## config.mk

```make
export PLATFORM = sky130hd
export DESIGN_NAME = lsf_input_sequencer
export DESIGN_NICKNAME = d
export VERILOG_FILES = /design/src/rtl/lsf_input_sequencer.sv
export SDC_FILE = /design/constraint.sdc
export NUM_CORES = 1
export LEC_CHECK = 0
export ABC_AREA = 1
export BUFFER_PORTS_ARGS = -buffer_cell sky130_fd_sc_hd__buf_2
export CORE_MARGIN = 4
export CORE_UTILIZATION = 50
export DETAILED_ROUTE_END_ITERATION = 8
export PLACE_DENSITY = 0.71
export SLEW_MARGIN = 0
export SYNTH_ARGS = -nofsm -noshare
export SYNTH_HDL_FRONTEND = slang
export SYNTH_SLANG_ARGS = --single-unit
```

## constraint.sdc

```tcl
create_clock -name clock -period 5.89 [get_ports clock]
set_input_delay 0.8835 -clock clock [delete_from_list [all_inputs] [get_ports clock]]
set_output_delay 0.8835 -clock clock [all_outputs]
set_load 0.01 [all_outputs]
```

## src/rtl/lsf_input_sequencer.sv

```systemverilog
// rtl/lsf_input_sequencer.sv - LSF write-side front end: one SLC candidate plus its hits into the roi/mdt_hit FIFOs
module lsf_input_sequencer #(
    parameter int HIT_BUF_DEPTH = 16,
    parameter int MAX_HITS      = 1023,
    parameter int CNT_W         = 16,
    parameter int HEG2SFSLC_LEN = 64,
    parameter int HEG2SFHIT_LEN = 48
) (
    input  logic                     clock,
    input  logic                     reset,
    input  logic [HEG2SFSLC_LEN-1:0] slc_in,
    input  logic                     slc_in_dv,
    input  logic [HEG2SFHIT_LEN-1:0] hit_in,
    input  logic                     hit_in_dv,
    input  logic                     hit_in_last,
    output logic [HEG2SFSLC_LEN-1:0] roi,
    output logic                     roi_we,
    input  logic                     roi_af,
    output logic [HEG2SFHIT_LEN-1:0] mdt_hit,
    output logic                     mdt_hit_we,
    input  logic                     mdt_hit_af,
    output logic [9:0]               hit_count,
    output logic                     hit_count_vld,
    output logic                     busy,
    output logic [CNT_W-1:0]         slc_drop_cnt,
    output logic [CNT_W-1:0]         hit_drop_cnt
);

    localparam int             AW      = $clog2(HIT_BUF_DEPTH);
    localparam logic [AW:0]    DEPTH_C = (AW+1)'(HIT_BUF_DEPTH);
    localparam logic [9:0]     MAX_C   = 10'(MAX_HITS);
    localparam logic [CNT_W-1:0] SAT   = '1;

    typedef enum logic [2:0] {IDLE, ROI, HITS, DRAIN, DONE} state_t;

    state_t                   state;
    logic [HEG2SFHIT_LEN-1:0] mem [HIT_BUF_DEPTH];
    logic [AW-1:0]            wr_ptr;
    logic [AW-1:0]            rd_ptr;
    logic [AW:0]              count;
    logic [9:0]               acc_cnt;
    logic [9:0]               fwd_cnt;
    logic                     last_seen;

    logic slc_ok;
    logic window;
    logic pop;
    logic push;
    logic hit_drop;
    logic slc_drop;

    // Hits travelling with the accepted SLC pulse already belong to the new candidate.
    always_comb begin
        slc_ok   = slc_in_dv && !roi_af && (state == IDLE);
        window   = slc_ok || (state == ROI) || (state == HITS);
        pop      = ((state == ROI) || (state == HITS) || (state == DRAIN)) &&
                   (count != '0) && !mdt_hit_af;
        push     = window && hit_in_dv && ((count != DEPTH_C) || pop) && (acc_cnt != MAX_C);
        hit_drop = hit_in_dv && !push;
        slc_drop = slc_in_dv && !slc_ok;
    end

    always_ff @(posedge clock) begin
        if (push) begin
            mem[wr_ptr] <= hit_in;
        end
    end

    always_ff @(posedge clock or posedge reset) begin
        if (reset) begin
            state         <= IDLE;
            roi           <= '0;
            roi_we        <= 1'b0;
            mdt_hit       <= '0;
            mdt_hit_we    <= 1'b0;
            hit_count     <= '0;
            hit_count_vld <= 1'b0;
            busy          <= 1'b0;
            slc_drop_cnt  <= '0;
            hit_drop_cnt  <= '0;
            wr_ptr        <= '0;
            rd_ptr        <= '0;
            count         <= '0;
            acc_cnt       <= '0;
            fwd_cnt       <= '0;
            last_seen     <= 1'b0;
        end else begin
            roi_we        <= 1'b0;
            hit_count_vld <= 1'b0;
            mdt_hit_we    <= pop;

            if (pop) begin
                mdt_hit <= mem[rd_ptr];
                rd_ptr  <= rd_ptr + 1'b1;
                fwd_cnt <= fwd_cnt + 1'b1;
            end
            if (push) begin
                wr_ptr  <= wr_ptr + 1'b1;
                acc_cnt <= acc_cnt + 1'b1;
            end
            case ({push, pop})
                2'b10:   count <= count + 1'b1;
                2'b01:   count <= count - 1'b1;
                default: count <= count;
            endcase

            if (slc_drop && (slc_drop_cnt != SAT)) begin
                slc_drop_cnt <= slc_drop_cnt + 1'b1;
            end
            if (hit_drop && (hit_drop_cnt != SAT)) begin
                hit_drop_cnt <= hit_drop_cnt + 1'b1;
            end

            case (state)
                IDLE: begin
                    acc_cnt <= {9'b0, push};
                    fwd_cnt <= '0;
                    if (slc_ok) begin
                        roi       <= slc_in;
                        roi_we    <= 1'b1;
                        busy      <= 1'b1;
                        last_seen <= hit_in_last;
                        state     <= ROI;
                    end
                end
                ROI: begin
                    state <= (last_seen || hit_in_last) ? DRAIN : HITS;
                end
                HITS: begin
                    if (hit_in_last) begin
                        state <= DRAIN;
                    end
                end
                DRAIN: begin
                    // An empty buffer here means the final pop's write is on the bus this cycle.
                    if (count == '0) begin
                        hit_count     <= fwd_cnt;
                        hit_count_vld <= 1'b1;
                        state         <= DONE;
                    end
                end
                DONE: begin
                    busy      <= 1'b0;
                    last_seen <= 1'b0;
                    state     <= IDLE;
                end
                default: state <= IDLE;
            endcase
        end
    end

endmodule

```

==> reports/qor.yml <==
setup_violations: 0
cp_max_fo: 31
max_stage_delay_ns: 0.86
antenna_found_initial: 6
status: "complete, no violations"
path_clk_slew_ns: 0.06
worst_slew_pin_slew_ns: 1.07
hold_buffers: 0
yosysWarnings: 0
synth_commonest_cells: "1539 x nand2_1, 768 x edfxtp_1, 631 x nand3_1, 195 x dfrtp_1, 124 x buf_2"
wirelength_um: 96200
cts-root-buf: "clkbuf_16"
cts.sinks: 963
vias_per_cell: 5.42
dieArea_um2: 83400
dr.pass1.iters: 6
grt_use_total_pct: 22.7
gr-total-overflow: 0
synth_enable_flop_cells: 768
synth_area_leader_cell: "edfxtp_1"
relSlewSlack_pct: 28.2
syn_avg_cell_area_um2: 10.9
switching_share_pct: 36.6
grt_start_max_net_pins: 171
initial_core_util_pct: 50.7
final_cells: 4984
hpwl_um: 53800
syn2layout_area_growth_pct: 14.3
rows: 102
nets: 3990
cts.repair.resized: 0
intPower_w: 0.0139
cp_cell_sequence: "nor2_2, nand2_2, nor2_4, o21ai_1, nor2_4, buf_4, nand2_1, nor2_4, buf_4"
worstSetupEndpointType: "register"
maxCapViolCount: 0
peakVddDrop_uv: 384
pwr-share-clk_pct: 28.7
pwr-share-seq_pct: 40.1
timing.critical_path.buf_inv: 2
hold_violations: 0
cts_buffer_depth: 3
synth_cell_types: 36
cts_setup_buffers: 0
hold_class: "input port to asynchronous set/reset pin"
cts_tree: "built"
placedCellCount: 4799
p_per_area_nw_per_um2: 487
power_frac_comb_pct: 31.2
critPathTopFamily: "simple AND/OR/NAND/NOR gates"
cp-start-kind: "register"
required_ns: 6.22
grt_pass1_wl_um: 148000
async_flop_share_pct: 20.2
wl_per_cell_um: 19.3
syn-cell-area_um2: 39400
rsz0062_at_grt: "no"
slew_viol_final: 0
drt-initial-drc-count: 2189
grt_pass1_vias: 26100
drive_above_1_share_pct: 13.2
finalCritPeriodShare_pct: 62.1
synth.area.top_cells: "edfxtp_1 58%, nand2_1 15%, dfrtp_1 12%, nand3_1 8.0%, buf_2 1.6%"
routabilityCongestion: 0.849
postSynthCellCount: 3630
h-tree-depth: 3
path_class: "register to register"
die_h_um: 289
numCtsBuffers: 98
drtAntennaViolNets: 0
synth_top_flop_cell: "edfxtp_1"
path_common_cell: "nor2_4"
clkLatencyLatePin_ns: 0.66
post-route-drc-count: 0
fin_skew_ns: 0.0217
p_switching_w: 0.00803
yosysTopAreaCellShare_pct: 58.5
coreArea_um2: 77800
boundaryPins: 277
critical_path.slowest_cell: "nor2_4"
vias: 27000
ys_seq_area_share_pct: 70.9
synth_fp_nets: 3761
max_freq_mhz: 274
synth_seq_cells: 963
p_leak_nw: 18.4
period_needed_ns: 3.66
critical_path_arrival_ns: 3.99
portBuffers: 276
tns_ns: 0
die_width_um: 289
synth_most_common_cell: "nand2_1"
[per-layer routing]
layer  routed length [µm]  track usage (%)  vias to the layer above  share of wire [%]
met4                 2280             6.74                       10                2.4
li1                     -                -                    12800                  -
met5                   73                0                        -              0.076
met2                46500             38.4                     1083                 48
met1                39800             30.7                    13000                 41
met3                 7500             3.61                      165                7.8
[tightest hold or removal path: stages]
cell,delay (ns)
buf_2,0.11
clkinvlp_4,0.08
buf_12,0.43
[power groups by stage]
stage	clock network (W)	registers, W	logic (W)
global placement	0	0.00891	0.00677
floorplan	0	0.00888	0.00461
finish	0.00629	0.00880	0.00685
detailed placement	0	0.00893	0.00686
global route	0.00669	0.00889	0.00772
CTS	0.00640	0.00880	0.00691
[state kept, by name (all words and copies together) (netlist names), 3 cells and up]
signal,count
acc_cnt,10
count,5
fwd_cnt,10
hit_count,10
hit_drop_cnt,16
mdt_hit,48
mem,768
rd_ptr,4
roi,64
slc_drop_cnt,16
state,3
wr_ptr,4
[layout by cell type (no fill, tap or decap), types with 2 or more instances in the layout]
master / synthesis / routed
inv_16: 0 / 3
xnor2_1: 12 / 12
o211ai_1: 3 / 3
buf_12: 0 / 5
a21boi_0: 4 / 4
nor2_2: 3 / 3
buf_2: 124 / 276
edfxtp_1: 768 / 768
nand2_2: 4 / 4
clkbuf_16: 0 / 99
clkinv_1: 0 / 11
o21ai_0: 28 / 28
inv_1: 74 / 71
nor3_1: 14 / 14
clkinv_8: 0 / 2
inv_6: 0 / 3
clkinvlp_2: 0 / 2
nand3_1: 631 / 631
dfrtp_1: 195 / 191
nor2_4: 2 / 18
nand2_1: 1539 / 1539
nand4_1: 16 / 16
nor2_1: 62 / 46
ha_1: 12 / 12
xor2_1: 23 / 23
dfrtp_4: 0 / 3
buf_4: 4 / 43
clkbuf_8: 0 / 13
nand3b_1: 2 / 2
clkinv_2: 0 / 20
a21oi_1: 9 / 9
clkinvlp_4: 0 / 4
bufinv_16: 0 / 9
clkbuf_1: 50 / 19
o21ai_1: 14 / 14
inv_2: 9 / 8
or2_2: 2 / 2
[final timing paths]
path	cells past startpoint	slack, ns	endpoint	startpoint
max	9	2.23	mem[14][5]	state[2]
min	3	0.36	roi[36]	reset
max reg2reg	9	2.23	mem[14][5]	state[2]
min reg2reg	2	0.46	roi[19]	roi[19]
max in group asynchronous	3	4.70	mdt_hit[13]	reset
min in group clock	3	0.44	roi[46]	slc_in[46]
[final cells by class]
| type | instances | area [µm²] |
|---|---|---|
| clock buffers | 131 | 2730 |
| fillers | 6249 | 32800 |
| multi-input cells | 2389 | 10400 |
| flip-flops and latches | 963 | 28000 |
| well taps | 1040 | 1300 |
| clock inverters | 53 | 584 |
| inverters | 83 | 330 |
| diodes | 1 | 2.50 |
| repair buffers | 324 | 1800 |
[kinds of logic after synthesis]
logic type / Yosys count / share of synthesized area [%]
AO/OA/AOI/OAI: 63 / 0.869
XOR/XNOR: 35 / 0.777
adder cells (fa/ha/maj): 12 / 0.381
buffers and inverters: 278 / 3.12
flip-flops: 963 / 70.9
AND/OR/NAND/NOR: 2279 / 24.0
[stage by stage]
step                      worst slack (ns)  hold slack (ns)  area, µm²  utilization [%]  power, W
after global placement                2.23            0.448      41800             53.7    0.0157
after detailed placement              2.15            0.454      41800             53.7    0.0158
after global routing                  1.97            0.423      45100             57.9    0.0233
final                                 2.23            0.358      45100             57.9    0.0219
after CTS                             2.21            0.400      45100             57.9    0.0221
after floorplan                       1.86            0.475      39400                -    0.0135
No activity file was read; power rests on OpenSTA's default activity.
